`src/rtl/apb_timer_slave_pkg.sv`:
```
// Shared definitions for the APB timer slave: register map, CTRL field layout,
// FSM encodings and the write-strobe bundle passed from the APB front end to the core.
package apb_timer_slave_pkg;

  localparam int unsigned ADDR_W = 32;
  localparam int unsigned DATA_W = 32;

  localparam logic [1:0] REG_CTRL   = 2'd0;
  localparam logic [1:0] REG_LOAD   = 2'd1;
  localparam logic [1:0] REG_VALUE  = 2'd2;
  localparam logic [1:0] REG_STATUS = 2'd3;

  localparam int unsigned CTRL_EN_BIT        = 0;
  localparam int unsigned CTRL_IRQ_EN_BIT    = 1;
  localparam int unsigned CTRL_RELOAD_BIT    = 2;
  localparam int unsigned CTRL_PRESC_LSB     = 8;
  localparam int unsigned CTRL_PRESC_W       = 8;
  localparam int unsigned STATUS_EXPIRED_BIT = 0;

  localparam logic [0:0] ST_IDLE   = 1'b0;
  localparam logic [0:0] ST_ACCESS = 1'b1;

  typedef struct packed {
    logic                    ctrl_we;
    logic                    load_we;
    logic                    status_we;
    logic [DATA_W-1:0]       wdata;
  } reg_wr_t;

  typedef struct packed {
    logic                    en;
    logic                    irq_en;
    logic                    reload;
    logic [CTRL_PRESC_W-1:0] prescale;
  } ctrl_t;

  // CTRL readback image; unimplemented bits read as zero.
  function automatic logic [DATA_W-1:0] ctrl_pack(input ctrl_t c);
    return DATA_W'({16'h0000, c.prescale, 5'b00000, c.reload, c.irq_en, c.en});
  endfunction

endpackage

```
`src/rtl/apb_timer_core.sv`:
```
// Timer datapath: prescaler, VALUE down-counter, EXPIRED flag, reload/auto-stop and irq.
module apb_timer_core
  import apb_timer_slave_pkg::*;
#(
  parameter int unsigned PRESCALE_W = 8
) (
  input  logic              hclk,
  input  logic              hreset_n,
  input  reg_wr_t           wr_i,
  output ctrl_t             ctrl_o,
  output logic [DATA_W-1:0] load_o,
  output logic [DATA_W-1:0] value_o,
  output logic              expired_o,
  output logic              irq_o
);

  ctrl_t                 ctrl_q, ctrl_d;
  logic [DATA_W-1:0]     load_q, load_d;
  logic [DATA_W-1:0]     value_q, value_d;
  logic [PRESCALE_W-1:0] presc_q, presc_d;
  logic                  expired_q, expired_d;
  logic                  irq_q, irq_d;
  logic                  tick;
  logic                  at_zero;

  assign tick    = ctrl_q.en & (presc_q == PRESCALE_W'(ctrl_q.prescale));
  assign at_zero = (value_q == '0);

  // Later assignments carry priority: bus writes override timer updates,
  // while expiry overrides the STATUS clear.
  always_comb begin
    ctrl_d    = ctrl_q;
    load_d    = load_q;
    value_d   = value_q;
    presc_d   = presc_q;
    expired_d = expired_q;
    irq_d     = expired_q & ctrl_q.irq_en;

    if (!ctrl_q.en || tick) begin
      presc_d = '0;
    end else begin
      presc_d = presc_q + PRESCALE_W'(1);
    end

    if (tick) begin
      if (!at_zero) begin
        value_d = value_q - DATA_W'(1);
      end else if (ctrl_q.reload) begin
        value_d = load_q;
      end else begin
        ctrl_d.en = 1'b0;
      end
    end

    if (wr_i.status_we && wr_i.wdata[STATUS_EXPIRED_BIT]) begin
      expired_d = 1'b0;
    end
    if (tick && at_zero) begin
      expired_d = 1'b1;
    end

    if (wr_i.load_we) begin
      load_d  = wr_i.wdata;
      value_d = wr_i.wdata;
      presc_d = '0;
    end

    if (wr_i.ctrl_we) begin
      ctrl_d.en       = wr_i.wdata[CTRL_EN_BIT];
      ctrl_d.irq_en   = wr_i.wdata[CTRL_IRQ_EN_BIT];
      ctrl_d.reload   = wr_i.wdata[CTRL_RELOAD_BIT];
      ctrl_d.prescale = wr_i.wdata[CTRL_PRESC_LSB +: CTRL_PRESC_W];
    end
  end

  always_ff @(posedge hclk or negedge hreset_n) begin
    if (!hreset_n) begin
      ctrl_q    <= '0;
      load_q    <= '0;
      value_q   <= '0;
      presc_q   <= '0;
      expired_q <= 1'b0;
      irq_q     <= 1'b0;
    end else begin
      ctrl_q    <= ctrl_d;
      load_q    <= load_d;
      value_q   <= value_d;
      presc_q   <= presc_d;
      expired_q <= expired_d;
      irq_q     <= irq_d;
    end
  end

  assign ctrl_o    = ctrl_q;
  assign load_o    = load_q;
  assign value_o   = value_q;
  assign expired_o = expired_q;
  assign irq_o     = irq_q;

endmodule

```
`src/rtl/apb_timer_slave.sv`:
```
// APB front end of the 4-register down-counting timer.
// Optional access wait states are enabled by defining APB_TIMER_WAIT_EN.
module apb_timer_slave
  import apb_timer_slave_pkg::*;
#(
`ifdef APB_TIMER_WAIT_EN
  parameter int unsigned WAIT_CYCLES = 1,
`endif
  parameter int unsigned PRESCALE_W  = 8
) (
  input  logic              hclk,
  input  logic              hreset_n,
  input  logic              psel,
  input  logic              penable,
  input  logic              pwrite,
  input  logic [ADDR_W-1:0] paddr,
  input  logic [DATA_W-1:0] pwdata,
  output logic [DATA_W-1:0] prdata,
  output logic              pready,
  output logic              pslverr,
  output logic              irq
);

  logic [0:0]        state_q, state_d;
  logic              wait_done;
  logic [1:0]        reg_sel;
  logic              acc_err;
  logic              wr_en;
  reg_wr_t           wr;
  ctrl_t             ctrl;
  logic [DATA_W-1:0] load_val;
  logic [DATA_W-1:0] value_val;
  logic              expired;
  logic              unused_addr_lsb;

`ifdef APB_TIMER_WAIT_EN
  localparam int unsigned WCNT_W = (WAIT_CYCLES > 0) ? $clog2(WAIT_CYCLES + 1) : 1;
  logic [WCNT_W-1:0] wcnt_q, wcnt_d;

  assign wait_done = (wcnt_q == WCNT_W'(WAIT_CYCLES));
`else
  assign wait_done = 1'b1;
`endif

  assign reg_sel         = paddr[3:2];
  assign acc_err         = (|paddr[ADDR_W-1:4]) | (pwrite & (reg_sel == REG_VALUE));
  assign unused_addr_lsb = ^paddr[1:0];

  // pready is combinational so that reset removes it immediately.
  always_comb begin
    state_d = state_q;
    pready  = 1'b0;
`ifdef APB_TIMER_WAIT_EN
    wcnt_d  = wcnt_q;
`endif
    case (state_q)
      ST_IDLE: begin
        if (psel && !penable) begin
          state_d = ST_ACCESS;
`ifdef APB_TIMER_WAIT_EN
          wcnt_d  = '0;
`endif
        end
      end
      ST_ACCESS: begin
        if (!psel) begin
          state_d = ST_IDLE;
        end else if (penable && wait_done) begin
          pready  = 1'b1;
          state_d = ST_IDLE;
        end
`ifdef APB_TIMER_WAIT_EN
        else if (!wait_done) begin
          wcnt_d = wcnt_q + WCNT_W'(1);
        end
`endif
      end
      default: state_d = ST_IDLE;
    endcase
  end

  always_ff @(posedge hclk or negedge hreset_n) begin
    if (!hreset_n) begin
      state_q <= ST_IDLE;
`ifdef APB_TIMER_WAIT_EN
      wcnt_q  <= '0;
`endif
    end else begin
      state_q <= state_d;
`ifdef APB_TIMER_WAIT_EN
      wcnt_q  <= wcnt_d;
`endif
    end
  end

  assign pslverr = pready & acc_err;
  assign wr_en   = pready & pwrite & ~acc_err;

  assign wr.ctrl_we   = wr_en & (reg_sel == REG_CTRL);
  assign wr.load_we   = wr_en & (reg_sel == REG_LOAD);
  assign wr.status_we = wr_en & (reg_sel == REG_STATUS);
  assign wr.wdata     = pwdata;

  apb_timer_core #(
    .PRESCALE_W (PRESCALE_W)
  ) u_core (
    .hclk      (hclk),
    .hreset_n  (hreset_n),
    .wr_i      (wr),
    .ctrl_o    (ctrl),
    .load_o    (load_val),
    .value_o   (value_val),
    .expired_o (expired),
    .irq_o     (irq)
  );

  // Read data is driven only for a successful read completion.
  always_comb begin
    prdata = '0;
    if (pready && !pwrite && !acc_err) begin
      case (reg_sel)
        REG_CTRL:   prdata = ctrl_pack(ctrl);
        REG_LOAD:   prdata = load_val;
        REG_VALUE:  prdata = value_val;
        REG_STATUS: prdata = DATA_W'(expired);
        default:    prdata = '0;
      endcase
    end
  end

endmodule
```
`config.mk`:
```
export PLATFORM = sky130hd
export DESIGN_NAME = apb_timer_slave
export DESIGN_NICKNAME = d
export VERILOG_FILES = /design/src/rtl/apb_timer_slave_pkg.sv /design/src/rtl/apb_timer_core.sv /design/src/rtl/apb_timer_slave.sv
export SDC_FILE = /design/constraint.sdc
export NUM_CORES = 1
export LEC_CHECK = 0
export CAP_MARGIN = 25
export CORE_MARGIN = 2
export CORE_UTILIZATION = 40
export CTS_BUF_LIST = sky130_fd_sc_hd__clkbuf_2
export DETAILED_ROUTE_END_ITERATION = 7
export HOLD_SLACK_MARGIN = 0.05
export SLEW_MARGIN = 20
export SYNTH_ARGS = -nofsm -noshare
export SYNTH_HDL_FRONTEND = slang
export SYNTH_HIERARCHICAL = 1
export SYNTH_SLANG_ARGS = --single-unit
```
`constraint.sdc`:
```
create_clock -name hclk -period 5.61 [get_ports hclk]
set_input_delay 1.122 -clock hclk [delete_from_list [all_inputs] [get_ports hclk]]
set_output_delay 1.122 -clock hclk [all_outputs]
set_load 0.005 [all_outputs]
```
==> results of run 1 <==
[registers in the layout, summed over array words and instances (netlist names)]
signal	count
u_core/expired_o	1
state_q	1
u_core/value_o	32
u_core/ctrl_o	11
u_core/irq_o	1
u_core/load_o	32
u_core/presc_q	8
[worst max-delay path by stage]
stage	startpoint	endpoint	slack [ns]	depth (start not counted)
3_3_place_gp	paddr[21]	prdata[14]	0.81	6
4_1_cts	paddr[21]	prdata[12]	0.79	6
2_1_floorplan	paddr[21]	u_core/load_o[3]$_DFFE_PN0P_	2.03	10
6_report	paddr[21]	prdata[10]	0.81	6
5_1_grt	paddr[21]	prdata[10]	0.56	6
3_5_place_dp	paddr[21]	prdata[12]	0.81	6
[layout make-up]
class | instances | area, um2 | area share, %
multi-input cells | 477 | 3151 | 45.92
flip-flops and latches | 86 | 2152 | 31.37
repair buffers | 115 | 1121 | 16.34
well taps | 180 | 225.2 | 3.283
inverters | 29 | 108.9 | 1.587
clock inverters | 6 | 52.55 | 0.7660
clock buffers | 10 | 50.05 | 0.7295
[cell usage in the layout (no fill, tap or decap), types with 15 or more instances in the layout]
cell,n
sky130_fd_sc_hd__o21ai_0,43
sky130_fd_sc_hd__inv_1,28
sky130_fd_sc_hd__a22oi_1,28
sky130_fd_sc_hd__nor3_1,28
sky130_fd_sc_hd__nor3_2,17
sky130_fd_sc_hd__nand2_1,57
sky130_fd_sc_hd__mux2i_1,17
sky130_fd_sc_hd__nand3_1,24
sky130_fd_sc_hd__clkdlybuf4s50_1,100
sky130_fd_sc_hd__xnor2_1,16
sky130_fd_sc_hd__nor4_1,15
sky130_fd_sc_hd__dfrtp_1,86
sky130_fd_sc_hd__nor2_1,47
sky130_fd_sc_hd__mux2_2,20
sky130_fd_sc_hd__a21oi_1,22
[Yosys cell counts (all sizes together) (14+ instances only)]
cell,number
nand2,57
a21oi,22
nor2,49
o21ai,49
mux2i,17
nor3,47
xnor2,16
nand3,24
inv,28
mux2,20
clkbuf,29
buf,14
nor4,21
a22oi,28
dfrtp,86
[worst register-to-register path: stages, from the launching register on]
cell and delay (ns):
sky130_fd_sc_hd__dfrtp_1 0.52, sky130_fd_sc_hd__or4_1 0.67, sky130_fd_sc_hd__nor2_2 0.42, sky130_fd_sc_hd__nand4_1 0.69, sky130_fd_sc_hd__o21ai_1 0.33, sky130_fd_sc_hd__buf_4 0.26, sky130_fd_sc_hd__a22oi_1 0.14, sky130_fd_sc_hd__o21ai_0 0.16
[power breakdown]
group	total (mW)	internal, mW	switching, mW
clock	0.319	0.0988	0.220
combinational	0.0953	0.0528	0.0425
sequential	0.622	0.622	0.000234
total	1.04	0.773	0.263
[logic make-up after synthesis]
family,synth area share (%)
and+or+nand+nor,25.81
AOI/OAI and AO/OA,17.88
DFF,38.20
buffers and inverters,6.151
muxes,7.417
xor gates and xnor gates,3.886
adders and majority gates,0.6663
[layer usage]
metal  GRT usage (%)  wire length, um
met1           32.58             7807
met2           39.57             8289
met3           3.532              829
met4           10.78              494
met5               0                0
==> summary.log, run 1 <==
[outcome] outcome finished, final reports clean
[die] I/O pin count 104
[place] Final Wtd Congestion 0.9076
[critical_path] count of buffering cells on the critical path with inverters included 2
[sta] final-report max-slew violation count 0
[routing] wire per inst 19.29 um
[place] dpl cells 887
[routing] TritonRoute pass-1 iters 7
[final_layout] final antenna diode count 0
[routing] Via Count 5333
[pwr] worst vdd rail ir drop 92.42 uV
[clock_network] number of buffers inserted during clock tree synthesis 9
[sta] Least-Margin Pin Slew 0.9691 ns
[synthesis] leading post-synthesis cells by cell area sky130_fd_sc_hd__dfrtp_1 (38%), sky130_fd_sc_hd__mux2_2 (4.0%), sky130_fd_sc_hd__o21ai_0 (3.8%), sky130_fd_sc_hd__nand2_1 (3.8%), sky130_fd_sc_hd__a22oi_1 (3.7%)
[synthesis] Post-synth EDFFs 0
[critical_path] number of cells on the worst reg-to-reg path 7
[sta] Clock Skews 0.02418 ns
[critical_path] crit path cell chain clkdlybuf4s50_1 -> or4_1 -> nor2_1 -> nand4b_1 -> nor3_1 -> clkdlybuf4s50_1
[critical_path] arrival time worst endpoint 3.68 ns
[synthesis] prevailing post-synth register cell sky130_fd_sc_hd__dfrtp_1
[synthesis] post-synthesis sequential area ratio 38.20%
[critical_path] startpoint type of the worst setup path input pin
[critical_path] cell with the most instances on the worst path sky130_fd_sc_hd__clkdlybuf4s50_1
[global_routing] maximum number of pins on one net before global-route repair 79
[die] placeable core region 0.01383 mm2
[critical_path] Worst R2R End u_core/value_o[2]$_DFFE_PN0P_
[clock_network] Post-CTS Setup Bufs 0
[critical_path] critical path's top delay family simple AND/OR/NAND/NOR gates
[place] Placed Area 0.006758 mm2
[clock_network] TritonCTS clock tree yes
[critical_path] Worst Path Max Fanout 11
[synthesis] post-synthesis register bit count 86
[place] worst slack at placement 0.8057 ns
[critical_path] standard cell with the maximum stage delay on the critical path sky130_fd_sc_hd__clkdlybuf4s50_1
[sta] Slew headroom 35.39%
[routing] detailed-route DRC error count 0
[die] die footprint 0.01505 mm2
[die] die boundary height 122.7 um
[routing] vias per cell 5.906
[critical_path] max incr delay on CP 0.57 ns
[routing] Routed Wire Length 17.42 mm
[clock_network] number of H-tree levels 3
[hold_path] worst min-delay path class input pin to async pin
[synthesis] instance count of the mapped netlist 635
[critical_path] endpoint required time on the critical path 4.49 ns
[synthesis] async set-reset flop share out of synthesis 100.0%
[die] starting density of the core 40.75%
[global_routing] Global Route Usage Sum 24.48%
[critical_path] Register-to-Register Setup Slack 2.34 ns
[global_routing] wire length of the first global-routing pass 28.66 mm
[global_routing] via count of the first global-routing pass 5345
[clock_network] maximum clock insertion buffer count 2
[sta] Max Freq 208.3 MHz
[final_layout] finished layout cell area 0.006860 mm2
[pwr] static leakage 2.782 nW
[routing] number of routed nets with antenna violations 0
[sta] min cycle time layout 4.802 ns
[critical_path] Worst setup EP type output pin
[clock_network] number of cells upsized or downsized after cts 0
[pwr] areal power density over the cells 151.0 mW/mm2
[clock_network] clk_lat worst skew 0.60 ns
[synthesis] number of unique standard cell types used by synthesis 68
[clock_network] root buffer cell sky130_fd_sc_hd__clkbuf_2
[sta] post-layout worst setup margin 0.8085 ns
[global_routing] GRT Residual Overflow 0
[synthesis] Avg Synthesized Cell Area 8.873 um2
[synthesis] cell type with the largest total area after synthesis sky130_fd_sc_hd__dfrtp_1
[final_layout] fraction of final layout cells sized beyond drive strength 1 12.59%
[final_layout] final standard cell utilization of the core 49.62%
[global_routing] number of antenna violations at the first check in global routing 0
[clock_network] number of clock sinks seen by CTS 86
[final_layout] filler cell count in the final layout 1281
[die] total number of placement rows 43
[final_layout] post-synthesis to final-layout area growth 21.76%
[final_layout] count of placed standard cells in the final layout, fillers left out 903
[place] Buffers on Ports 101
[routing] violation count after the first detailed-route iteration 356
[clock_network] clock-pin slew of the registers on the worst-case setup and hold paths 0.23 ns
[synthesis] warnings from Yosys 6
[synthesis] post-synth top area share 38.20%
[pwr] sum of internal, switching and leakage power 1.036 mW
[sta] final setup violating endpoints 0
[sta] setup TNS 0 ns
[critical_path] startpoint of the lowest-slack register-to-register path u_core/value_o[8]$_DFFE_PN0P_
[sta] Fin Hold WS 0.4470 ns
[sta] Hold Violations, Final 0
[synthesis] syn_nets 707
[die] horizontal die dimension 122.7 um
[final_layout] Net count, final 790
[sta] RSZ-0062 raised after global routing false
[run] max-capacitance violation count 0
[place] half-perimeter wire length of the detailed placement result 12.24 mm
[clock_network] hold_buf cts 0
[synthesis] mapped cell area 0.005634 mm2
[sta] Final period util 85.59%
[critical_path] kind of critical path input pin to output pin
No activity file was read; power rests on OpenSTA's default activity.
==> run 2, diff against run 1 <==
- CAP_MARGIN: 25 -> 20
- SETUP_SLACK_MARGIN: not set -> 0.05
==> run 2 against run 1 <==
- total power is 0.39% higher
- first-iteration DRC count rose by 1.7%
- utilization down 0.054 points
- combinational power barely moved
- non-clock buffer count decreased by 1
- highest routed layer unchanged
- die area unchanged
==> summary.log, run 2 (same netlist as run 1, synthesis figures left out) <==
[critical_path] endpoint required time on the critical path 4.49 ns [about the same]
[die] total number of placement rows 43 [unchanged]
[clock_network] number of H-tree levels 3 [unchanged]
[global_routing] via count of the first global-routing pass 5366 [+0.39%]
[clock_network] number of buffers inserted during clock tree synthesis 9 [unchanged]
[critical_path] crit path cell chain clkdlybuf4s50_1 -> or4_1 -> nor2_1 -> nand4b_1 -> nor3_1 -> clkdlybuf4s50_1
[routing] TritonRoute pass-1 iters 5 [-2]
[routing] Via Count 5368 [+0.66%]
[final_layout] filler cell count in the final layout 1323 [+3.3%]
[critical_path] kind of critical path input pin to output pin
[final_layout] post-synthesis to final-layout area growth 21.63%
[global_routing] maximum number of pins on one net before global-route repair 79 [unchanged]
[routing] number of routed nets with antenna violations 0 [unchanged]
[sta] setup TNS 0 ns [unchanged]
[global_routing] Global Route Usage Sum 24.35% [-0.13 points]
[clock_network] clock-pin slew of the registers on the worst-case setup and hold paths 0.23 ns [about the same]
[global_routing] GRT Residual Overflow 0 [unchanged]
[routing] detailed-route DRC error count 0 [unchanged]
[critical_path] Worst setup EP type output pin
[critical_path] CP startpoint paddr[21]
[clock_network] root buffer cell sky130_fd_sc_hd__clkbuf_2
[clock_network] Post-CTS Setup Bufs 0 [unchanged]
[critical_path] startpoint of the lowest-slack register-to-register path u_core/value_o[8]$_DFFE_PN0P_
[critical_path] cell with the most instances on the worst path sky130_fd_sc_hd__clkdlybuf4s50_1
[sta] final-report max-slew violation count 0 [unchanged]
[final_layout] Net count, final 789 [-0.13%]
[sta] Least-Margin Pin Slew 0.9804 ns [+0.01123 ns]
[sta] RSZ-0062 raised after global routing false
[place] dpl cells 886 [-0.11%]
[routing] violation count after the first detailed-route iteration 362 [+1.7%]
[pwr] worst vdd rail ir drop 90.51 uV [-2.1%]
[clock_network] TritonCTS clock tree yes
[final_layout] final standard cell utilization of the core 49.56% [-0.054 points]
[routing] Routed Wire Length 17.59 mm [+0.95%]
[critical_path] startpoint type of the worst setup path input pin
[clock_network] number of clock sinks seen by CTS 86 [unchanged]
[place] Final Wtd Congestion 0.9076 [unchanged]
[critical_path] Worst Path Max Fanout 11 [unchanged]
[final_layout] register area 0.002152 mm2 [unchanged]
[sta] Slew headroom 34.64% [-0.75 points]
[final_layout] fraction of final layout cells sized beyond drive strength 1 12.47% [-0.12 points]
[sta] final setup violating endpoints 0 [unchanged]
[clock_network] number of cells upsized or downsized after cts 0 [unchanged]
[place] Buffers on Ports 101 [unchanged]
[sta] post-layout worst setup margin 0.7783 ns [-0.03018 ns]
[final_layout] area occupied by multi-input gates 0.003158 mm2 [+0.24%]
[sta] Final period util 86.13% [+0.54 points]
[critical_path] arrival time worst endpoint 3.71 ns [+0.03 ns]
[final_layout] final antenna diode count 0 [unchanged]
[sta] min cycle time layout 4.832 ns [+0.03018 ns]
[critical_path] standard cell with the maximum stage delay on the critical path sky130_fd_sc_hd__clkdlybuf4s50_1
[pwr] static leakage 2.776 nW [-0.21%]
[final_layout] commonest non-fill, non-tap cells in the layout sky130_fd_sc_hd__clkdlybuf4s50_1 (100), sky130_fd_sc_hd__dfrtp_1 (86), sky130_fd_sc_hd__nand2_1 (57)
[routing] vias per cell 5.951 [+0.77%]
[critical_path] max incr delay on CP 0.57 ns [about the same]
[die] I/O pin count 104 [unchanged]
[sta] Clock Skews 0.02078 ns [-0.003402 ns]
[place] half-perimeter wire length of the detailed placement result 12.17 mm [-0.63%]
[final_layout] count of placed standard cells in the final layout, fillers left out 902 [-0.11%]
[hold_path] worst min-delay path class input pin to async pin
[sta] Hold Violations, Final 0 [unchanged]
[clock_network] clk_lat worst skew 0.61 ns [about the same]
[global_routing] wire length of the first global-routing pass 28.46 mm [-0.72%]
[die] placeable core region 0.01383 mm2 [unchanged]
[final_layout] commonest non-fill, non-tap cell in the layout sky130_fd_sc_hd__clkdlybuf4s50_1
[clock_network] maximum clock insertion buffer count 2 [unchanged]
[global_routing] number of antenna violations at the first check in global routing 0 [unchanged]
[routing] wire per inst 19.50 um [+1.1%]
[outcome] outcome finished, final reports clean
[clock_network] hold_buf cts 0 [unchanged]
[pwr] sum of internal, switching and leakage power 1.040 mW [+0.39%]
[die] die boundary height 122.7 um [unchanged]
[run] max-capacitance violation count 0 [unchanged]
[die] horizontal die dimension 122.7 um [unchanged]
[die] starting density of the core 40.75% [unchanged]
[die] die footprint 0.01505 mm2 [unchanged]
[pwr] areal power density over the cells 151.7 mW/mm2 [+0.50%]
[sta] Max Freq 207.0 MHz [-0.62%]
[place] worst slack at placement 0.8153 ns [+0.009608 ns]
[run 2: layer usage]
metal,share of wire (%),vias to the layer above,GRT usage [%],routed length [um]
met5,0,-,0,0
met2,48,169,39.78,8426
met4,2.9,0,10.99,502
met3,4.6,31,3.113,807
li1,-,2491,-,-
met1,45,2677,32.18,7851
[run 2: layout make-up]
class,instances,share of cell area [%]
tap,180,3.286
clock inverter,6,0.7668
multi-input combinational,477,46.08
clock buffer,10,0.7303
timing repair buffer,114,16.14
sequential,86,31.40
inverter,29,1.588
[run 2: report_power, final]
group | internal [mW] | switching [mW]
Clock | 0.0987 | 0.224
Sequential | 0.622 | 0.000246
Combinational | 0.0528 | 0.0427
[run 2: worst max-delay path, delay by kind of cell]
family,cells,cell delay [ns]
AND/OR/NAND/NOR,4,1.63
buffers and inverters,2,0.96
[run 2: worst paths after layout]
check,to,slack [ns],depth (start not counted)
max,prdata[10],0.78,6
min,u_core/value_o[22]$_DFFE_PN0P_,0.43,1
max reg2reg,u_core/value_o[2]$_DFFE_PN0P_,2.27,7
min reg2reg,u_core/load_o[27]$_DFFE_PN0P_,0.53,2
max in group asynchronous,u_core/presc_q[7]$_DFF_PN0_,4.13,2
min in group hclk,u_core/load_o[27]$_DFFE_PN0P_,0.53,2
[run 2: stage by stage]
step,cell area [um2],hold slack [ns]
2_1_floorplan,5634,0.4560
3_3_place_gp,6743,0.4825
3_5_place_dp,6743,0.4870
4_1_cts,6845,0.4453
5_1_grt,6853,0.4497
6_report,6853,0.4270
